[config.mk]
export PLATFORM = sky130hd
export DESIGN_NAME = pl_mem_wb_flat
export DESIGN_NICKNAME = d
export VERILOG_FILES = /design/src/rtl/pl_mem_wb_pkg.sv /design/src/rtl/pl_mem_wb_if.sv /design/src/rtl/pl_mem_wb_io_in_fsm.sv /design/src/rtl/pl_mem_wb.sv /design/src/flat_wrapper.sv
export SDC_FILE = /design/constraint.sdc
export NUM_CORES = 1
export LEC_CHECK = 0
export BUFFER_PORTS_ARGS = -buffer_cell sky130_fd_sc_hd__buf_2
export CAP_MARGIN = 20
export CORE_MARGIN = 2
export CORE_UTILIZATION = 30
export DETAILED_ROUTE_END_ITERATION = 16
export PLACE_DENSITY = 0.67
export SETUP_SLACK_MARGIN = 0.05
export SLEW_MARGIN = 20
export SYNTH_ARGS = -nofsm -noshare
export SYNTH_HDL_FRONTEND = slang
export SYNTH_HIERARCHICAL = 1
export SYNTH_SLANG_ARGS = --single-unit
[constraint.sdc]
create_clock -name clk -period 2.5 [get_ports clk]
set_clock_uncertainty 0.15 [all_clocks]
set_input_delay 0.125 -clock clk [delete_from_list [all_inputs] [get_ports clk]]
set_output_delay 0.125 -clock clk [all_outputs]
set_load 0.03 [all_outputs]
[src/rtl/pl_mem_wb_pkg.sv]
// rtl/pl_mem_wb_pkg.sv - shared definitions for the memory/writeback stage
package pl_defs;

    localparam int EXR_STORE      = 0;
    localparam int EXR_REG_WR     = 1;
    localparam int EXR_SAVE_COUT  = 2;
    localparam int EXR_INV_EX     = 3;
    localparam int EXR_LOAD       = 4;
    localparam int EXR_INV_FETCH  = 5;
    localparam int EXR_INV_DECODE = 6;
    localparam int EXR_DEST_RNS   = 7;
    localparam int EXR_OUTP       = 8;
    localparam int EXR_INP        = 9;

    localparam int DATA_W    = 8;
    localparam int ADDR_W    = 16;
    localparam int PORT_W    = 8;
    localparam int RF_ADDR_W = 3;

    typedef enum logic [1:0] {
        IDLE    = 2'd0,
        IO_WAIT = 2'd1,
        IO_WB   = 2'd2
    } io_state_t;

endpackage

[src/rtl/pl_mem_wb_if.sv]
// rtl/pl_mem_wb_if.sv - data-memory and IO-port bus of the memory/writeback stage
interface pl_mem_wb_if;
    import pl_defs::*;

    logic              mem_wr_en;
    logic [ADDR_W-1:0] mem_addr;
    logic [DATA_W-1:0] mem_wr_data;
    logic [DATA_W-1:0] mem_rd_data;
    logic [PORT_W-1:0] io_port_id;
    logic [DATA_W-1:0] io_out_data;
    logic              io_wr_strobe;
    logic              io_rd_strobe;
    logic [DATA_W-1:0] io_in_data;
    logic              io_in_valid;

    modport master (
        output mem_wr_en, mem_addr, mem_wr_data,
        input  mem_rd_data,
        output io_port_id, io_out_data, io_wr_strobe, io_rd_strobe,
        input  io_in_data, io_in_valid
    );

    modport slave (
        input  mem_wr_en, mem_addr, mem_wr_data,
        output mem_rd_data,
        input  io_port_id, io_out_data, io_wr_strobe, io_rd_strobe,
        output io_in_data, io_in_valid
    );

endinterface

[src/rtl/pl_mem_wb_io_in_fsm.sv]
// rtl/pl_mem_wb_io_in_fsm.sv - INPUT handshake FSM with timeout and pipeline stall
module pl_io_in_fsm
    import pl_defs::*;
#(
    parameter int IO_TIMEOUT = 16,
    parameter int TMO_WID    = 5
) (
    input  logic              clk,
    input  logic              reset,
    input  logic              start,
    input  logic [3:0]        dest_in,
    input  logic              in_valid,
    input  logic [DATA_W-1:0] in_data,
    output logic              stall,
    output logic              rd_strobe,
    output logic              done,
    output logic [DATA_W-1:0] done_data,
    output logic [3:0]        dest
);

    io_state_t          state;
    logic [TMO_WID-1:0] cnt;

    // Data arriving on the final wait cycle still wins over the timeout.
    assign done      = (state == IO_WAIT) && (in_valid || (cnt == TMO_WID'(IO_TIMEOUT - 1)));
    assign done_data = in_valid ? in_data : '0;

    always_ff @(posedge clk) begin
        if (reset) begin
            state     <= IDLE;
            cnt       <= '0;
            stall     <= 1'b0;
            rd_strobe <= 1'b0;
            dest      <= '0;
        end else begin
            case (state)
                IDLE: begin
                    if (start) begin
                        state     <= IO_WAIT;
                        cnt       <= '0;
                        dest      <= dest_in;
                        stall     <= 1'b1;
                        rd_strobe <= 1'b1;
                    end
                end
                IO_WAIT: begin
                    cnt <= cnt + 1'b1;
                    if (done) begin
                        state     <= IO_WB;
                        rd_strobe <= 1'b0;
                    end
                end
                IO_WB: begin
                    state <= IDLE;
                    stall <= 1'b0;
                end
                default: begin
                    state     <= IDLE;
                    stall     <= 1'b0;
                    rd_strobe <= 1'b0;
                end
            endcase
        end
    end

endmodule

[src/rtl/pl_mem_wb.sv]
// rtl/pl_mem_wb.sv - memory/writeback stage: memory access, IO ports, regfile write and forwarding
module pl_mem_wb
    import pl_defs::*;
#(
    parameter int NUM_DOMAINS = 1,
    parameter int IO_TIMEOUT  = 16,
    parameter int TMO_WID     = 5
) (
    input  logic                       clk,
    input  logic                       reset,
    input  logic [0:9]                 EX_reg,
    input  logic [3:0]                 destination_reg_addr,
    input  logic [NUM_DOMAINS*8-1:0]   operation_result,
    input  logic [ADDR_W-1:0]          data_wr_addr,
    input  logic [ADDR_W-1:0]          data_rd_addr,
    input  logic [PORT_W-1:0]          IO_port_ID,
    pl_mem_wb_if.master                bus,
    output logic                       stall_pipeline,
    output logic                       rf_wr_en_int,
    output logic                       rf_wr_en_rns,
    output logic [RF_ADDR_W-1:0]       rf_wr_addr,
    output logic [NUM_DOMAINS*8-1:0]   rf_wr_data,
    output logic                       fwd_valid,
    output logic [3:0]                 fwd_addr,
    output logic [NUM_DOMAINS*8-1:0]   fwd_data
);

    localparam int RES_W = NUM_DOMAINS * DATA_W;

    logic                 kill;
    logic                 ex_go;
    logic                 in_done;
    logic [DATA_W-1:0]    in_data;
    logic [3:0]           in_dest;
    logic                 rd_strobe;
    logic                 stall;

    logic                 wb_int;
    logic                 wb_rns;
    logic                 wb_load;
    logic [RF_ADDR_W-1:0] wb_addr;
    logic [RES_W-1:0]     wb_data;

    logic                 unused_ok;
    assign unused_ok = ^{EX_reg[EXR_SAVE_COUT], EX_reg[EXR_DEST_RNS]};

    assign kill = EX_reg[EXR_INV_EX] | EX_reg[EXR_INV_FETCH] | EX_reg[EXR_INV_DECODE];
    // While stalled, EX holds the instruction after the INPUT; it must act only once IDLE returns.
    assign ex_go = !stall && !kill && !reset;

    assign bus.mem_wr_en   = ex_go & EX_reg[EXR_STORE];
    assign bus.mem_addr    = EX_reg[EXR_STORE] ? data_wr_addr : data_rd_addr;
    assign bus.mem_wr_data = operation_result[DATA_W-1:0];

    pl_io_in_fsm #(
        .IO_TIMEOUT (IO_TIMEOUT),
        .TMO_WID    (TMO_WID)
    ) u_io_in_fsm (
        .clk       (clk),
        .reset     (reset),
        .start     (ex_go & EX_reg[EXR_INP]),
        .dest_in   (destination_reg_addr),
        .in_valid  (bus.io_in_valid),
        .in_data   (bus.io_in_data),
        .stall     (stall),
        .rd_strobe (rd_strobe),
        .done      (in_done),
        .done_data (in_data),
        .dest      (in_dest)
    );

    assign stall_pipeline   = stall;
    assign bus.io_rd_strobe = rd_strobe;

    always_ff @(posedge clk) begin
        if (reset) begin
            wb_int           <= 1'b0;
            wb_rns           <= 1'b0;
            wb_load          <= 1'b0;
            wb_addr          <= '0;
            wb_data          <= '0;
            bus.io_wr_strobe <= 1'b0;
            bus.io_port_id   <= '0;
            bus.io_out_data  <= '0;
        end else begin
            wb_int           <= 1'b0;
            wb_rns           <= 1'b0;
            wb_load          <= 1'b0;
            bus.io_wr_strobe <= 1'b0;
            if (in_done) begin
                wb_int  <= !in_dest[3];
                wb_rns  <= in_dest[3];
                wb_addr <= in_dest[RF_ADDR_W-1:0];
                wb_data <= RES_W'(in_data);
            end else if (ex_go) begin
                if (EX_reg[EXR_LOAD]) begin
                    wb_int  <= !destination_reg_addr[3];
                    wb_rns  <= destination_reg_addr[3];
                    wb_addr <= destination_reg_addr[RF_ADDR_W-1:0];
                    wb_load <= 1'b1;
                end else if (EX_reg[EXR_REG_WR] && !EX_reg[EXR_INP]) begin
                    wb_int  <= !destination_reg_addr[3];
                    wb_rns  <= destination_reg_addr[3];
                    wb_addr <= destination_reg_addr[RF_ADDR_W-1:0];
                    wb_data <= destination_reg_addr[3] ? operation_result
                                                       : RES_W'(operation_result[DATA_W-1:0]);
                end
                if (EX_reg[EXR_OUTP]) begin
                    bus.io_wr_strobe <= 1'b1;
                    bus.io_port_id   <= IO_port_ID;
                    bus.io_out_data  <= operation_result[DATA_W-1:0];
                end else if (EX_reg[EXR_INP]) begin
                    bus.io_port_id   <= IO_port_ID;
                end
            end
        end
    end

    // Load data arrives from the synchronous memory in the write cycle itself.
    assign rf_wr_en_int = wb_int;
    assign rf_wr_en_rns = wb_rns;
    assign rf_wr_addr   = wb_addr;
    assign rf_wr_data   = wb_load ? RES_W'(bus.mem_rd_data) : wb_data;

    assign fwd_valid = wb_int | wb_rns;
    assign fwd_addr  = {wb_rns, wb_addr};
    assign fwd_data  = rf_wr_data;

endmodule

[src/flat_wrapper.sv]
// flat-port wrapper written by rule: the top's interface ports become plain ports
module pl_mem_wb_flat import pl_defs::*;
#(
    parameter int NUM_DOMAINS = 1,
    parameter int IO_TIMEOUT  = 16,
    parameter int TMO_WID     = 5
)
  (clk, reset, EX_reg, destination_reg_addr, operation_result, data_wr_addr, data_rd_addr, IO_port_ID, stall_pipeline, rf_wr_en_int, rf_wr_en_rns, rf_wr_addr, rf_wr_data, fwd_valid, fwd_addr, fwd_data, bus_mem_wr_en, bus_mem_addr, bus_mem_wr_data, bus_mem_rd_data, bus_io_port_id, bus_io_out_data, bus_io_wr_strobe, bus_io_rd_strobe, bus_io_in_data, bus_io_in_valid);
  pl_mem_wb_if bus_i ();
  input  logic clk;
  input  logic reset;
  input  logic [0:9] EX_reg;
  input  logic [3:0] destination_reg_addr;
  input  logic [NUM_DOMAINS*8-1:0] operation_result;
  input  logic [ADDR_W-1:0] data_wr_addr;
  input  logic [ADDR_W-1:0] data_rd_addr;
  input  logic [PORT_W-1:0] IO_port_ID;
  output logic stall_pipeline;
  output logic rf_wr_en_int;
  output logic rf_wr_en_rns;
  output logic [RF_ADDR_W-1:0] rf_wr_addr;
  output logic [NUM_DOMAINS*8-1:0] rf_wr_data;
  output logic fwd_valid;
  output logic [3:0] fwd_addr;
  output logic [NUM_DOMAINS*8-1:0] fwd_data;
  output wire logic [$bits(bus_i.mem_wr_en)-1:0] bus_mem_wr_en;
  output wire logic [$bits(bus_i.mem_addr)-1:0] bus_mem_addr;
  output wire logic [$bits(bus_i.mem_wr_data)-1:0] bus_mem_wr_data;
  input wire logic [$bits(bus_i.mem_rd_data)-1:0] bus_mem_rd_data;
  output wire logic [$bits(bus_i.io_port_id)-1:0] bus_io_port_id;
  output wire logic [$bits(bus_i.io_out_data)-1:0] bus_io_out_data;
  output wire logic [$bits(bus_i.io_wr_strobe)-1:0] bus_io_wr_strobe;
  output wire logic [$bits(bus_i.io_rd_strobe)-1:0] bus_io_rd_strobe;
  input wire logic [$bits(bus_i.io_in_data)-1:0] bus_io_in_data;
  input wire logic [$bits(bus_i.io_in_valid)-1:0] bus_io_in_valid;
  assign bus_mem_wr_en = bus_i.mem_wr_en;
  assign bus_mem_addr = bus_i.mem_addr;
  assign bus_mem_wr_data = bus_i.mem_wr_data;
  assign bus_i.mem_rd_data = bus_mem_rd_data;
  assign bus_io_port_id = bus_i.io_port_id;
  assign bus_io_out_data = bus_i.io_out_data;
  assign bus_io_wr_strobe = bus_i.io_wr_strobe;
  assign bus_io_rd_strobe = bus_i.io_rd_strobe;
  assign bus_i.io_in_data = bus_io_in_data;
  assign bus_i.io_in_valid = bus_io_in_valid;
  pl_mem_wb #(.NUM_DOMAINS(NUM_DOMAINS), .IO_TIMEOUT(IO_TIMEOUT), .TMO_WID(TMO_WID)) u_core (.clk(clk), .reset(reset), .EX_reg(EX_reg), .destination_reg_addr(destination_reg_addr), .operation_result(operation_result), .data_wr_addr(data_wr_addr), .data_rd_addr(data_rd_addr), .IO_port_ID(IO_port_ID), .bus(bus_i), .stall_pipeline(stall_pipeline), .rf_wr_en_int(rf_wr_en_int), .rf_wr_en_rns(rf_wr_en_rns), .rf_wr_addr(rf_wr_addr), .rf_wr_data(rf_wr_data), .fwd_valid(fwd_valid), .fwd_addr(fwd_addr), .fwd_data(fwd_data));
endmodule
==> metrics, run 1 <==
status=complete, no violations; CP arrival=between 2 and 2.5 ns; DRC viols=0; Crit Path Class=reg2reg; worst r2r dst=u_core/bus.io_out_data[4]; most frequent cells in the layout=buf_2, dfxtp_1, nor2_1, mux2i_1, mux2_2; fin. max-slew vios=0; diode count=0; Skew-Pair Late Insertion Delay=~0.29 ns; Initial Util=between 30 and 40%; multi-input logic area=about 1200 sq um; Hold Crit Class=in2reg; largest net degree at the start of global routing=26; worst r2r src=u_core/u_io_in_fsm/cnt[0]; chip width=just over 90 um; Layout fillers=745; CTS buffer count=5; Sequential Area=880.8 sq um; Period minus WS final=2.281 ns; worst vdd ir=between 0.2 and 0.25 mV; Iteration-0 DRC Markers=39; vias per cell=4.530; Root Buffer=clkbuf_8; CTS max path bufs=2; crit path launch type=flip-flop; PortBufs=between 100 and 150; H-tree Lvls=2; R2R depth=10; Setup-failing EPs final=0; leakage=between 0.0015 and 0.002 uW; initial antenna violation count=0; Layout Nets=between 400 and 500; Seq/Total Area, Yosys=a little under two fifths; Setup TNS=0 ns; CORE AREA=7647 sq um; Synth Instances=242; synthesized cell area=approximately 2300 sq um; hpwl dp=~5 mm; max_cap viols=0; #FFs+latches synth=44; commonest non-fill, non-tap cell in the layout=buf_2; worst setup path end=u_core/bus.io_out_data[4]; Cell variety after synth=35; total track usage=15.49%; RSZ-0062 raised after global routing=yes; period utilisation layout=91.25%; RD Place Congestion=just over 0.9; final instance area=between 3000 and 4000 sq um; DR pass1 iterations=4; die height=92.20 um; clock-pin transition on the worst setup and hold timing paths=0.08 ns; vias=around 2,200; Area Growth Syn to Fin=43.59%; highest net fanout along the worst path=9; DR WL/cell=~13 um; Std-Cell Rows=32; FF-to-FF setup slack=between 0.2 and 0.25 ns; synth warn=6; GRT Residual Overflow=0; Final ANT Viol Nets=0; cell area power density=471.2 nW/um^2; slew margin rel.=around 44%; CP startpoint=u_core/u_io_in_fsm/cnt[0]; CTS tree=yes; f_max=438.4 MHz; Mapped Nets=roughly 330; syn avg cell area=roughly 9.6 sq um; Final Hold Viols=0; vias in the first global route=2,100; dpl cell area=between 3000 and 4000 sq um; Worst-Margin Slew=approximately 0.84 ns; layout cell share with drive strength beyond 1=a little over 50%; crit end category=flip-flop; Critical Path RT=between 2 and 3 ns; die area=8500 sq um; clock sink count=44; first-pass GRT wire length=roughly 10 mm; total wire length=roughly 6.6 mm; I/O pins=approximately 150; Post CTS Setup Buffer Count=0
[worst min-delay path by stage]
stage / start / to / slack [ns] / cells after the start
2_1_floorplan: reset / u_core/u_io_in_fsm/cnt[3] / 0.04 / 1
5_1_grt: EX_reg[6] / u_core/wb_load / 0.03 / 3
4_1_cts: EX_reg[3] / u_core/wb_load / 0.02 / 3
6_report: EX_reg[3] / u_core/wb_load / 0.03 / 3
3_5_place_dp: IO_port_ID[2] / u_core/bus.io_port_id[2] / 0.22 / 3
3_3_place_gp: IO_port_ID[2] / u_core/bus.io_port_id[2] / 0.21 / 3
[sequential cells by signal, indices dropped and copies added, names as in the netlist]
name                          count
u_core/rf_wr_addr                 3
u_core/u_io_in_fsm/cnt            5
u_core/u_io_in_fsm/dest           4
u_core/wb_data                    8
u_core/rf_wr_en_int               1
u_core/bus.io_wr_strobe           1
u_core/u_io_in_fsm/stall          1
u_core/u_io_in_fsm/rd_strobe      1
u_core/bus.io_port_id             8
u_core/wb_load                    1
u_core/bus.io_out_data            8
u_core/u_io_in_fsm/state          2
u_core/rf_wr_en_rns               1
[per-stage QoR]
stage	power [uW]	std cells	hold WS, ns	util [%]	worst slack [ns]
detailed placement	1033	463	0.2233	39.45	0.03987
global placement	1030	463	0.2070	39.45	0.1135
finish	1579	492	0.02859	43.82	0.2187
floorplan	927.1	242	0.04441	-	0.07061
CTS	1611	492	0.01592	43.73	0.07767
global route	1659	492	0.03379	43.82	0.02506
[where the power goes]
part	total (uW)	internal (uW)	switching, uW
combinational	322	141	182
clock	538	296	242
sequential	718	711	7.34
[routing by layer]
metal  track usage, %  wire length [um]
met1            17.02              2624
met2            29.84              3470
met3            2.958               464
met4            4.602                53
met5                0                 0
[logic make-up after synthesis]
family | share of synthesized area [%]
AND/OR/NAND/NOR | 16.30
multiplexers | 25.31
flip-flops | 37.75
buffers and inverters | 10.46
AO/OA/AOI/OAI | 9.116
adder cells (fa/ha/maj) | 1.072
[synthesized netlist by cell type]
cell | n | share of area (%)
nand3_1 | 4 | 0.86
buf_6 | 3 | 1.4
nor3b_1 | 2 | 0.64
nand2b_4 | 1 | 0.59
a21oi_1 | 6 | 1.3
or4_4 | 1 | 0.48
or2_2 | 2 | 0.54
nor2b_1 | 1 | 0.27
mux2_2 | 24 | 12
nor2_1 | 38 | 6.1
nor4_1 | 2 | 0.54
o21bai_2 | 1 | 0.48
a211oi_2 | 2 | 1.1
nor3b_4 | 1 | 0.80
o41ai_4 | 1 | 1.2
a2bb2oi_1 | 1 | 0.38
buf_4 | 20 | 6.4
a211oi_1 | 10 | 3.2
buf_1 | 1 | 0.16
a32oi_1 | 1 | 0.38
o211ai_1 | 1 | 0.32
mux2i_1 | 32 | 14
a31oi_1 | 1 | 0.27
nor3_1 | 5 | 1.1
or3_1 | 1 | 0.27
o31ai_1 | 1 | 0.32
clkbuf_1 | 10 | 1.6
inv_1 | 5 | 0.80
dfxtp_1 | 44 | 38
ha_1 | 2 | 1.1
and3_1 | 1 | 0.27
nand2b_1 | 2 | 0.54
o21ai_0 | 1 | 0.21
and2_1 | 10 | 2.7
nand2_1 | 4 | 0.64
[area by class of cell]
| type | count | share of cell area, % |
|---|---|---|
| multi-input cells | 159 | 36.41 |
| clock buffers | 5 | 2.054 |
| flip-flops and latches | 44 | 26.29 |
| repair buffers | 174 | 29.61 |
| well taps | 102 | 3.809 |
| clock inverters | 3 | 1.270 |
| inverters | 5 | 0.5601 |
[worst max-delay path: stages, from the launching register on]
cell     delay [ns]
dfxtp_1        0.34
ha_1           0.22
and3_1         0.19
ha_1           0.22
nor2_2         0.15
nor2_2         0.08
nor4_2         0.25
nand3_1        0.11
buf_4          0.20
mux2i_1        0.18
nor2_1         0.05
[what timing repair did]
| item | in CTS | in global routing |
|---|---|---|
| hold endpoints to repair | 23 | 0 |
| pin swaps | 0 | 1 |
| hold buffers | 21 | 0 |
| endpoints found under the setup margin | 1 | 25 |
| gates cloned | 0 | 0 |
| gates resized for setup | 1 | 2 |
Power figures use the tool's default switching activity.
==> run 2: changes to the inputs <==
--- a/config.mk
+++ b/config.mk
@@ -8,4 +8,5 @@
 export BUFFER_PORTS_ARGS = -buffer_cell sky130_fd_sc_hd__buf_2
 export CAP_MARGIN = 20
+export CORE_ASPECT_RATIO = 0.6
 export CORE_MARGIN = 2
 export CORE_UTILIZATION = 30
==> constraint.sdc (replaced) <==
create_clock -name clk -period 2.5 [get_ports clk]
set_clock_uncertainty 0.15 [all_clocks]
set_input_delay 0.25 -clock clk [delete_from_list [all_inputs] [get_ports clk]]
set_output_delay 0.25 -clock clk [all_outputs]
set_load 0.03 [all_outputs]
==> run 2 against run 1 <==
Compared with the run above:
- sequential cell count unchanged
- fmax increased by 0.64%
- die area increased by 0.27%
- via count decreased by 1.8%
- sequential power about the same
- final area decreased by 2.9%
- worst setup slack improved by 0.014 ns
- final cell count decreased by 2.8%
==> metrics, run 2 (synthesis gave the netlist of run 1 again) <==
Regs by FF count=u_core/bus.io_out_data: 8 flops, u_core/bus.io_port_id: 8 flops, u_core/wb_data: 8 flops; total power=1648 uW (+4.4%); Final Hold Viols=0 (unchanged); commonest non-fill, non-tap cell in the layout=buf_2; vias per cell=4.579 (+1.1%); worst vdd ir=0.2520 mV (+25%); initial antenna violation count=0 (unchanged); Layout Nets=457 (-3.2%); Iteration-0 DRC Markers=46 (+18%); placed cells=469 (+1.3%); leakage=0.001640 uW (-2.3%); I/O pins=151 (unchanged); worst slack, placed=0.02524 ns (-0.01463 ns); diode count=0 (unchanged); CORE AREA=7387 sq um (-3.4%); highest net fanout along the worst path=20 (+11); vias=2,189 (-1.8%); RD Place Congestion=0.7721 (-15%); Setup TNS=0 ns (unchanged); Worst-Margin Slew=0.4195 ns (-0.4235 ns); Final ANT Viol Nets=0 (unchanged); RSZ-0062 raised after global routing=no; largest net degree at the start of global routing=33 (+27%); Skew-Pair Late Insertion Delay=0.28 ns (about the same); CTS Hold Buffers Added=0 (-100%); first-pass GRT wire length=9.984 mm (-2.1%); CTS max path bufs=2 (unchanged); CTS buffer count=5 (unchanged); die area=8523 sq um (+0.27%); die height=72.32 um (-22%); vias in the first global route=2,069 (-1.5%); most frequent cells in the layout=buf_2, dfxtp_1, nor2_1, mux2i_1, mux2_2; max_cap viols=0 (unchanged); DR pass1 iterations=4 (unchanged); cell area power density=506.5 nW/um^2 (+7.5%); Area Growth Syn to Fin=39.41%; DR WL/cell=13.83 um (+2.9%); Hold Crit Class=in2reg; H-tree Lvls=2 (unchanged); hpwl dp=5.309 mm (+3.8%); crit end category=flip-flop; period utilisation layout=90.67% (-0.58 points); GRT Residual Overflow=0 (unchanged); PortBufs=148 (unchanged); Setup-failing EPs final=0 (unchanged); Initial Util=31.59% (+1.1 points); Period minus WS final=2.267 ns (-0.01445 ns); fin. max-slew vios=0 (unchanged); total track usage=14.91% (-0.59 points); layout cell share with drive strength beyond 1=54.55% (+4.0 points); clock-pin transition on the worst setup and hold timing paths=0.06 ns (-0.02 ns); CTS tree=yes; Layout fillers=725 (-2.7%); Hold WS=0.05406 ns (+0.02547 ns); clock sink count=44 (unchanged); CP arrival=2.32 ns (+0.02 ns); total wire length=6.612 mm (unchanged); slew margin rel.=72.00% (+28 points); final setup margin=0.2332 ns (+0.01445 ns); DRC viols=0 (unchanged); f_max=441.1 MHz (+0.64%); Critical Path RT=2.55 ns (+0.03 ns); Std-Cell Rows=24 (-25%); status=complete, no violations; crit path launch type=flip-flop; post-route insts no fill=478 (-2.8%); Root Buffer=clkbuf_16; chip width=117.9 um (+28%); Crit Path Class=reg2reg
run 2: timing repair:
action / 4_1_cts / 5_1_grt
gates resized for setup: 2 / 9
setup endpoints to repair: 8 / 24
pin swaps: 0 / 3
buffers inserted: 0 / 2
run 2: worst paths after layout:
| path | start | to | slack, ns | cells after the start |
|---|---|---|---|---|
| min reg2reg | u_core/bus.io_out_data[0] | u_core/bus.io_out_data[0] | 0.34 | 2 |
| max reg2reg | u_core/u_io_in_fsm/cnt[0] | u_core/wb_data[6] | 0.23 | 11 |
| max | u_core/u_io_in_fsm/cnt[0] | u_core/wb_data[6] | 0.23 | 11 |
| min | IO_port_ID[7] | u_core/bus.io_port_id[7] | 0.05 | 3 |
run 2: critical path: stages, from the launching register on:
cell	delay [ns]
dfxtp_1	0.34
ha_1	0.23
and3_1	0.20
ha_2	0.21
nor2_4	0.15
nor2_4	0.07
buf_12	0.16
inv_1	0.12
o41ai_4	0.09
buf_6	0.17
buf_4	0.14
a211oi_2	0.17
run 2: final cells by class:
type                            count  area [sq um]  area share [%]
Sequential cell                    44         880.8           27.08
Tap cell                          104         130.1           4.000
Clock inverter                      2         12.51          0.3846
Clock buffer                        5         125.1           3.846
Inverter                            5         18.77          0.5769
Multi-Input combinational cell    159          1246           38.31
Timing Repair Buffer              159         839.6           25.81
run 2: power breakdown:
group / switching [uW] / total (uW) / internal, uW / leakage (uW)
clock network: 261 / 623 / 362 / 0.0000657
registers: 7.24 / 719 / 712 / 0.000355
logic: 182 / 305 / 124 / 0.00122
total: 450 / 1650 / 1200 / 0.00164
run 2: routing by layer:
metal / global-route usage, % / up-vias / share of wire, %
met3: 4.953 / 4 / 8.8
li1: - / 1084 / -
met1: 18.03 / 1005 / 42
met4: 3.213 / 0 / 0.36
met5: 0 / - / 0
met2: 26.23 / 96 / 49
run 2: stage by stage:
stage / utilization [%] / cell area [sq um]
floorplan: - / 2333
global route: 44.04 / 3253
finish: 44.04 / 3253
detailed placement: 41.28 / 3049
CTS: 43.26 / 3196
global placement: 41.28 / 3049
